--- src/rtl/debug_view_sequencer_pkg.sv ---
// Shared select codes, source count and mode encoding for the debug display path.
package debug_pkg;

   localparam logic [2:0] SEL_RDATA1 = 3'd0;
   localparam logic [2:0] SEL_RDATA2 = 3'd1;
   localparam logic [2:0] SEL_RESULT = 3'd2;
   localparam logic [2:0] SEL_WDATA  = 3'd3;
   localparam logic [2:0] SEL_NEXTPC = 3'd4;

   localparam int unsigned NUM_SRC = 5;

   typedef enum logic {
      MANUAL = 1'b0,
      AUTO   = 1'b1
   } mode_e;

   // Next select code in the auto-scan rotation, wrapping after the last source.
   function automatic logic [2:0] next_sel(input logic [2:0] cur, input int unsigned n);
      return (32'(cur) >= n - 1) ? SEL_RDATA1 : cur + 3'd1;
   endfunction

endpackage

--- src/rtl/debug_view_sequencer_key_debouncer.sv ---
// Pushbutton conditioner: 2-flop synchroniser, level debouncer and rising-edge pulse.
module key_debouncer #(
   parameter int unsigned DB_CYCLES = 500_000
) (
   input  logic clk,
   input  logic reset,
   input  logic raw,
   output logic stable,
   output logic rise_pulse
);

   localparam int unsigned CW = (DB_CYCLES > 2) ? $clog2(DB_CYCLES) : 1;
   localparam logic [CW-1:0] CNT_LAST = CW'(DB_CYCLES - 1);

   logic          sync1;
   logic          sync2;
   logic          stable_q;
   logic [CW-1:0] cnt;

   // Bring the asynchronous key into the clock domain.
   always_ff @(posedge clk) begin
      if (reset) begin
         sync1 <= 1'b0;
         sync2 <= 1'b0;
      end else begin
         sync1 <= raw;
         sync2 <= sync1;
      end
   end

   // Accept a new level only after DB_CYCLES consecutive differing samples.
   always_ff @(posedge clk) begin
      if (reset) begin
         stable <= 1'b0;
         cnt    <= '0;
      end else if (sync2 != stable) begin
         if (cnt == CNT_LAST) begin
            stable <= sync2;
            cnt    <= '0;
         end else begin
            cnt <= cnt + 1'b1;
         end
      end else begin
         cnt <= '0;
      end
   end

   // One-cycle pulse in the cycle after the stable level rises.
   always_ff @(posedge clk) begin
      if (reset) begin
         stable_q   <= 1'b0;
         rise_pulse <= 1'b0;
      end else begin
         stable_q   <= stable;
         rise_pulse <= stable & ~stable_q;
      end
   end

endmodule

--- src/rtl/debug_view_sequencer.sv ---
// Debug display sequencer: manual/auto-scan source select plus debounced CPU step control.
module debug_view_sequencer #(
   parameter int unsigned DWELL     = 50_000_000,
   parameter int unsigned DB_CYCLES = 500_000,
   parameter int unsigned NUM_SRC   = debug_pkg::NUM_SRC
) (
   input  logic        clk,
   input  logic        reset,
   input  logic        auto_mode,
   input  logic [2:0]  sw_sel,
   input  logic        freeze,
   input  logic        step_key,
   output logic [2:0]  sel,
   output logic        step_en,
   output logic [15:0] step_count
);

   import debug_pkg::*;

   localparam int unsigned DW = (DWELL > 2) ? $clog2(DWELL) : 1;
   localparam logic [DW-1:0] DWELL_LAST = DW'(DWELL - 1);

   mode_e         mode;
   logic [DW-1:0] dwell;
   logic          key_stable;
   logic          key_rise;

   // Mode FSM with registered select and auto-scan dwell timer.
   always_ff @(posedge clk) begin
      if (reset) begin
         mode  <= MANUAL;
         sel   <= SEL_RDATA1;
         dwell <= '0;
      end else begin
         case (mode)
            MANUAL: begin
               dwell <= '0;
               if (auto_mode) begin
                  mode <= AUTO;
                  sel  <= (32'(sw_sel) < NUM_SRC) ? sw_sel : SEL_RDATA1;
               end else begin
                  sel <= sw_sel;
               end
            end
            AUTO: begin
               if (!auto_mode) begin
                  mode  <= MANUAL;
                  sel   <= sw_sel;
                  dwell <= '0;
               end else if (!freeze) begin
                  if (dwell == DWELL_LAST) begin
                     dwell <= '0;
                     sel   <= next_sel(sel, NUM_SRC);
                  end else begin
                     dwell <= dwell + 1'b1;
                  end
               end
            end
            default: begin
               mode  <= MANUAL;
               sel   <= SEL_RDATA1;
               dwell <= '0;
            end
         endcase
      end
   end

   key_debouncer #(
      .DB_CYCLES(DB_CYCLES)
   ) u_step_key (
      .clk       (clk),
      .reset     (reset),
      .raw       (step_key),
      .stable    (key_stable),
      .rise_pulse(key_rise)
   );

   // The stable level is always high while a rise pulse is present; qualifying keeps the pulse tied to a pressed key.
   assign step_en = key_rise & key_stable;

   // Count executed steps, wrapping at 16 bits.
   always_ff @(posedge clk) begin
      if (reset) begin
         step_count <= '0;
      end else if (step_en) begin
         step_count <= step_count + 16'd1;
      end
   end

endmodule

--- config.mk ---
export PLATFORM = sky130hd
export DESIGN_NAME = debug_view_sequencer
export DESIGN_NICKNAME = d
export VERILOG_FILES = /design/src/rtl/debug_view_sequencer_pkg.sv /design/src/rtl/debug_view_sequencer_key_debouncer.sv /design/src/rtl/debug_view_sequencer.sv
export SDC_FILE = /design/constraint.sdc
export NUM_CORES = 1
export LEC_CHECK = 0
export CAP_MARGIN = 20
export CELL_PAD_IN_SITES_DETAIL_PLACEMENT = 1
export CELL_PAD_IN_SITES_GLOBAL_PLACEMENT = 2
export CORE_MARGIN = 1
export CORE_UTILIZATION = 32
export CTS_CLUSTER_DIAMETER = 60
export DETAILED_ROUTE_END_ITERATION = 10
export PLACE_DENSITY = 0.73
export SLEW_MARGIN = 20
export SYNTH_ARGS = -nofsm -noshare
export SYNTH_HDL_FRONTEND = slang
export SYNTH_SLANG_ARGS = --single-unit
--- constraint.sdc ---
create_clock -name clk -period 1.7 [get_ports clk]
set_input_delay 0.255 -clock clk [delete_from_list [all_inputs] [get_ports clk]]
set_output_delay 0.255 -clock clk [all_outputs]
set_load 0.02 [all_outputs]
==> reports/qor.txt <==
PLACE
----------------------------------------------------------------------------------------
Routability cong.                                                                  0.762
Number of I/O port buffers                                                            27
Post-detailed-placement half-perimeter wirelength                                6.84 mm
Setup Slack @ Placement                                                          -390 ps
Placed cell count                                                                    619

SETUP PATH
----------------------------------------------------------------------------------------
Data arrival at the endpoint of the critical path                                1910 ps
Maximum net fanout on the critical path                                               21
Critical path type                                                          flop to flop
Setup crit start kind                                                               flop
Endpoint kind of the worst setup timing path                                        flop
Critical path data required time                                                 1930 ps

CLOCK TREE
----------------------------------------------------------------------------------------
CTS Buf Count                                                                          9
Latest clock arrival within the worst-skew pair                                   350 ps
TritonCTS clock tree                                                                 yes
H-tree levels                                                                          3
Buffer type at the clock tree root                                          sky130_fd_sc_hd__clkbuf_8
Clock slew seen by the registers of the worst setup and hold paths                 90 ps
CTS hold repair buffers                                                                0
Longest Clk Path Bufs                                                                  2
# clock sinks                                                                         70

YOSYS
----------------------------------------------------------------------------------------
Fraction of synthesis flops using an asynchronous set or reset pin                    0%
Gate count after technology mapping                                                  393
Register area share after synthesis                                                41.5%
Net count after synthesis                                                            406
Predominant post-synthesis flop cell                                        sky130_fd_sc_hd__dfxtp_1
Yosys cell types                                                                      47
Syn avg cell area                                                              8.59 um^2
Flip-flop and latch count after synthesis                                             70
Mapped Area                                                                    3370 um^2
Count of yosys warnings during synthesis                                               0
Number of enable-type register cells in the synthesized netlist                        0

ROUTE
----------------------------------------------------------------------------------------
# DRC                                                                                  0
Initial DRC Count                                                                     82
Total vias in the final route                                                       3262
Number of search-and-repair iterations in the first detailed-routing pass              6
Per-cell via count in the routed design                                             5.09
Total wire length                                                                9.18 mm
Routed wire length per instance                                                  14.3 um
DRT antenna net count                                                                  0

GLOBAL ROUTE
----------------------------------------------------------------------------------------
Leftover overflow at the end of global routing                                         0
Wire length of the first global-routing pass                                     15.6 mm
Via count of the first global-routing pass                                          3334
Maximum number of pins on one net before global-route repair                          22
Initial antenna violation count                                                        0
Global-route usage over all layers                                                 17.5%

POWER
----------------------------------------------------------------------------------------
Clock share of power                                                               41.4%
Combinational share of power                                                        3.7%
Int Power                                                                        2.25 mW
Leakage dissipation                                                              1.75 nW
Switching power                                                                 0.764 mW
Power per cell area                                                          632 nW/um^2
Peak supply drop                                                                  293 uV
Switch share                                                                       25.4%
Part of the total power dissipated in sequential elements                          54.9%

STA
----------------------------------------------------------------------------------------
Time the final worst path needs with I/O delays and setup                        1680 ps
Worst Tran Pin Value                                                              394 ps
Number of hold violations in the final report                                          0
Final total negative setup slack                                                    0 ps
Max-slew headroom                                                                  73.5%
Count of final setup violators                                                         0
Achievable clock frequency                                                       596 MHz
Post-Route Skew                                                                  17.1 ps
Post-route fraction of the period consumed by the critical path                    98.8%
Pins Over Slew Limit                                                                   0
Worst hold slack                                                                  379 ps
Unrepaired setup endpoints after global routing                                      yes
Final worst slack                                                                21.1 ps

CELLS AND AREA
----------------------------------------------------------------------------------------
Synthesis-to-layout area growth                                                    41.1%
Commonest non-fill, non-tap cell in the layout                              sky130_fd_sc_hd__buf_4
Layout cells sized above 1                                                         32.3%
Fin nets                                                                             513
Most frequent cells in the layout                                           81 x sky130_fd_sc_hd__buf_4, 48 x sky130_fd_sc_hd__dfxtp_1, 44 x sky130_fd_sc_hd__nor2_1, 26 x sky130_fd_sc_hd__nand3_1, 24 x sky130_fd_sc_hd__a21oi_1
Non-filler instance count after layout                                               641
Diodes inserted                                                                        0

DIE
----------------------------------------------------------------------------------------
Horizontal die dimension                                                          105 um
Initial core utilization                                                           32.8%
Die Area                                                                      11000 um^2
I/O pin cnt                                                                           28
Area of the placeable core                                                    10300 um^2
Height of the die                                                                 105 um
Standard-cell row count                                                               37

FLOW RUN
----------------------------------------------------------------------------------------
Max-cap violation count                                                                0

WORST HOLD PATH
----------------------------------------------------------------------------------------
Worst min-delay path class                                                  input pin to flop

STATUS
----------------------------------------------------------------------------------------
Run status                                                                     completed

==> what timing repair did <==
item                                    CTS  global route
pin swaps                                 2             8
gates resized for setup                  20            49
setup buffers                             4             2
endpoints found under the setup margin   32            35
==> power groups by stage <==
stage               registers, mW  logic [mW]  clock network, mW
global route                 1.65       0.122               1.39
finish                       1.65       0.111               1.25
detailed placement           1.69       0.112                  0
floorplan                    1.70      0.0433                  0
CTS                          1.66       0.113               1.31
global placement             1.69       0.110                  0
==> stage by stage <==
step	util [%]	area (um^2)	total power, mW
finish	46.3	4760	3.01
global route	46.3	4760	3.16
detailed placement	42.5	4360	1.81
floorplan	-	3400	1.74
global placement	42.5	4360	1.80
CTS	44.9	4610	3.08
==> Yosys cell counts, types with 2 or more instances <==
cell type	count	area, um^2
sky130_fd_sc_hd__dfxtp_1	70	1400
sky130_fd_sc_hd__nor2_1	44	165
sky130_fd_sc_hd__nand3_1	32	160
sky130_fd_sc_hd__a21oi_1	27	135
sky130_fd_sc_hd__xnor2_1	21	184
sky130_fd_sc_hd__nand2_1	17	63.8
sky130_fd_sc_hd__nand4_1	17	106
sky130_fd_sc_hd__nor4_1	13	81.3
sky130_fd_sc_hd__o31ai_1	13	97.6
sky130_fd_sc_hd__inv_1	12	45.0
sky130_fd_sc_hd__o21ai_0	11	55.1
sky130_fd_sc_hd__or3_1	11	68.8
sky130_fd_sc_hd__or4_1	11	82.6
sky130_fd_sc_hd__xor2_1	11	96.3
sky130_fd_sc_hd__and3_1	8	50.1
sky130_fd_sc_hd__buf_2	7	35.0
sky130_fd_sc_hd__nor2b_1	7	43.8
sky130_fd_sc_hd__nor3_1	7	35.0
sky130_fd_sc_hd__clkbuf_1	6	22.5
sky130_fd_sc_hd__and4_1	5	43.8
sky130_fd_sc_hd__ha_1	5	62.6
sky130_fd_sc_hd__nand3b_1	4	30.0
sky130_fd_sc_hd__nand2b_1	3	18.8
sky130_fd_sc_hd__nor4b_1	3	26.3
sky130_fd_sc_hd__a31o_2	2	17.5
sky130_fd_sc_hd__buf_6	2	22.5
sky130_fd_sc_hd__mux2_1	2	22.5
sky130_fd_sc_hd__o211ai_1	2	15.0
sky130_fd_sc_hd__or4b_1	2	20.0
==> metal layers <==
metal	routed length (um)	global-route usage, %	vias up
li1	-	-	1651
met1	4280	20.7	1570
met2	4610	30.8	31
met3	162	3.87	10
met4	133	6.24	0
met5	0	0	-
==> final cells by class <==
| type | instances | area [um^2] |
|---|---|---|
| timing repair buffer | 111 | 938 |
| inverter | 12 | 45.0 |
| sequential | 70 | 1430 |
| fill | 1258 | 5520 |
| clock inverter | 7 | 56.3 |
| clock buffer | 9 | 124 |
| tap | 136 | 170 |
| multi-input combinational | 296 | 1990 |
==> state kept, by name, indices dropped and copies added, names as in the netlist, 3 cells and up <==
name            count
dwell              26
sel                 3
step_count         16
u_step_key.cnt     19
==> final timing paths <==
| check | startpoint | slack (ps) | end | depth (start not counted) |
|---|---|---|---|---|
| max | dwell[0] | 20 | dwell[7] | 6 |
| min | freeze | 380 | dwell[0] | 4 |
| max reg2reg | dwell[0] | 20 | dwell[7] | 6 |
| min reg2reg | u_step_key.stable_q | 400 | u_step_key.rise_pulse | 1 |
==> critical path: stages (launching register included) <==
cell	delay, ps
sky130_fd_sc_hd__dfxtp_2	360
sky130_fd_sc_hd__ha_4	150
sky130_fd_sc_hd__nand3_2	90
sky130_fd_sc_hd__or4_4	500
sky130_fd_sc_hd__o21ai_2	190
sky130_fd_sc_hd__buf_12	180
sky130_fd_sc_hd__nor2_1	70
==> logic make-up (layout without fill, tap and decap cells) <==
family | count (synthesis) | in the layout | synth area share [%]
AO/OA/AOI/OAI | 60 | 60 | 10.8
XOR/XNOR | 32 | 32 | 8.31
adder cells (fa/ha/maj) | 5 | 5 | 1.85
buffers and inverters | 27 | 139 | 3.71
flip-flops | 70 | 70 | 41.5
multiplexers | 4 | 4 | 1.30
AND/OR/NAND/NOR | 195 | 195 | 32.6
Power figures use the tool's default switching activity.
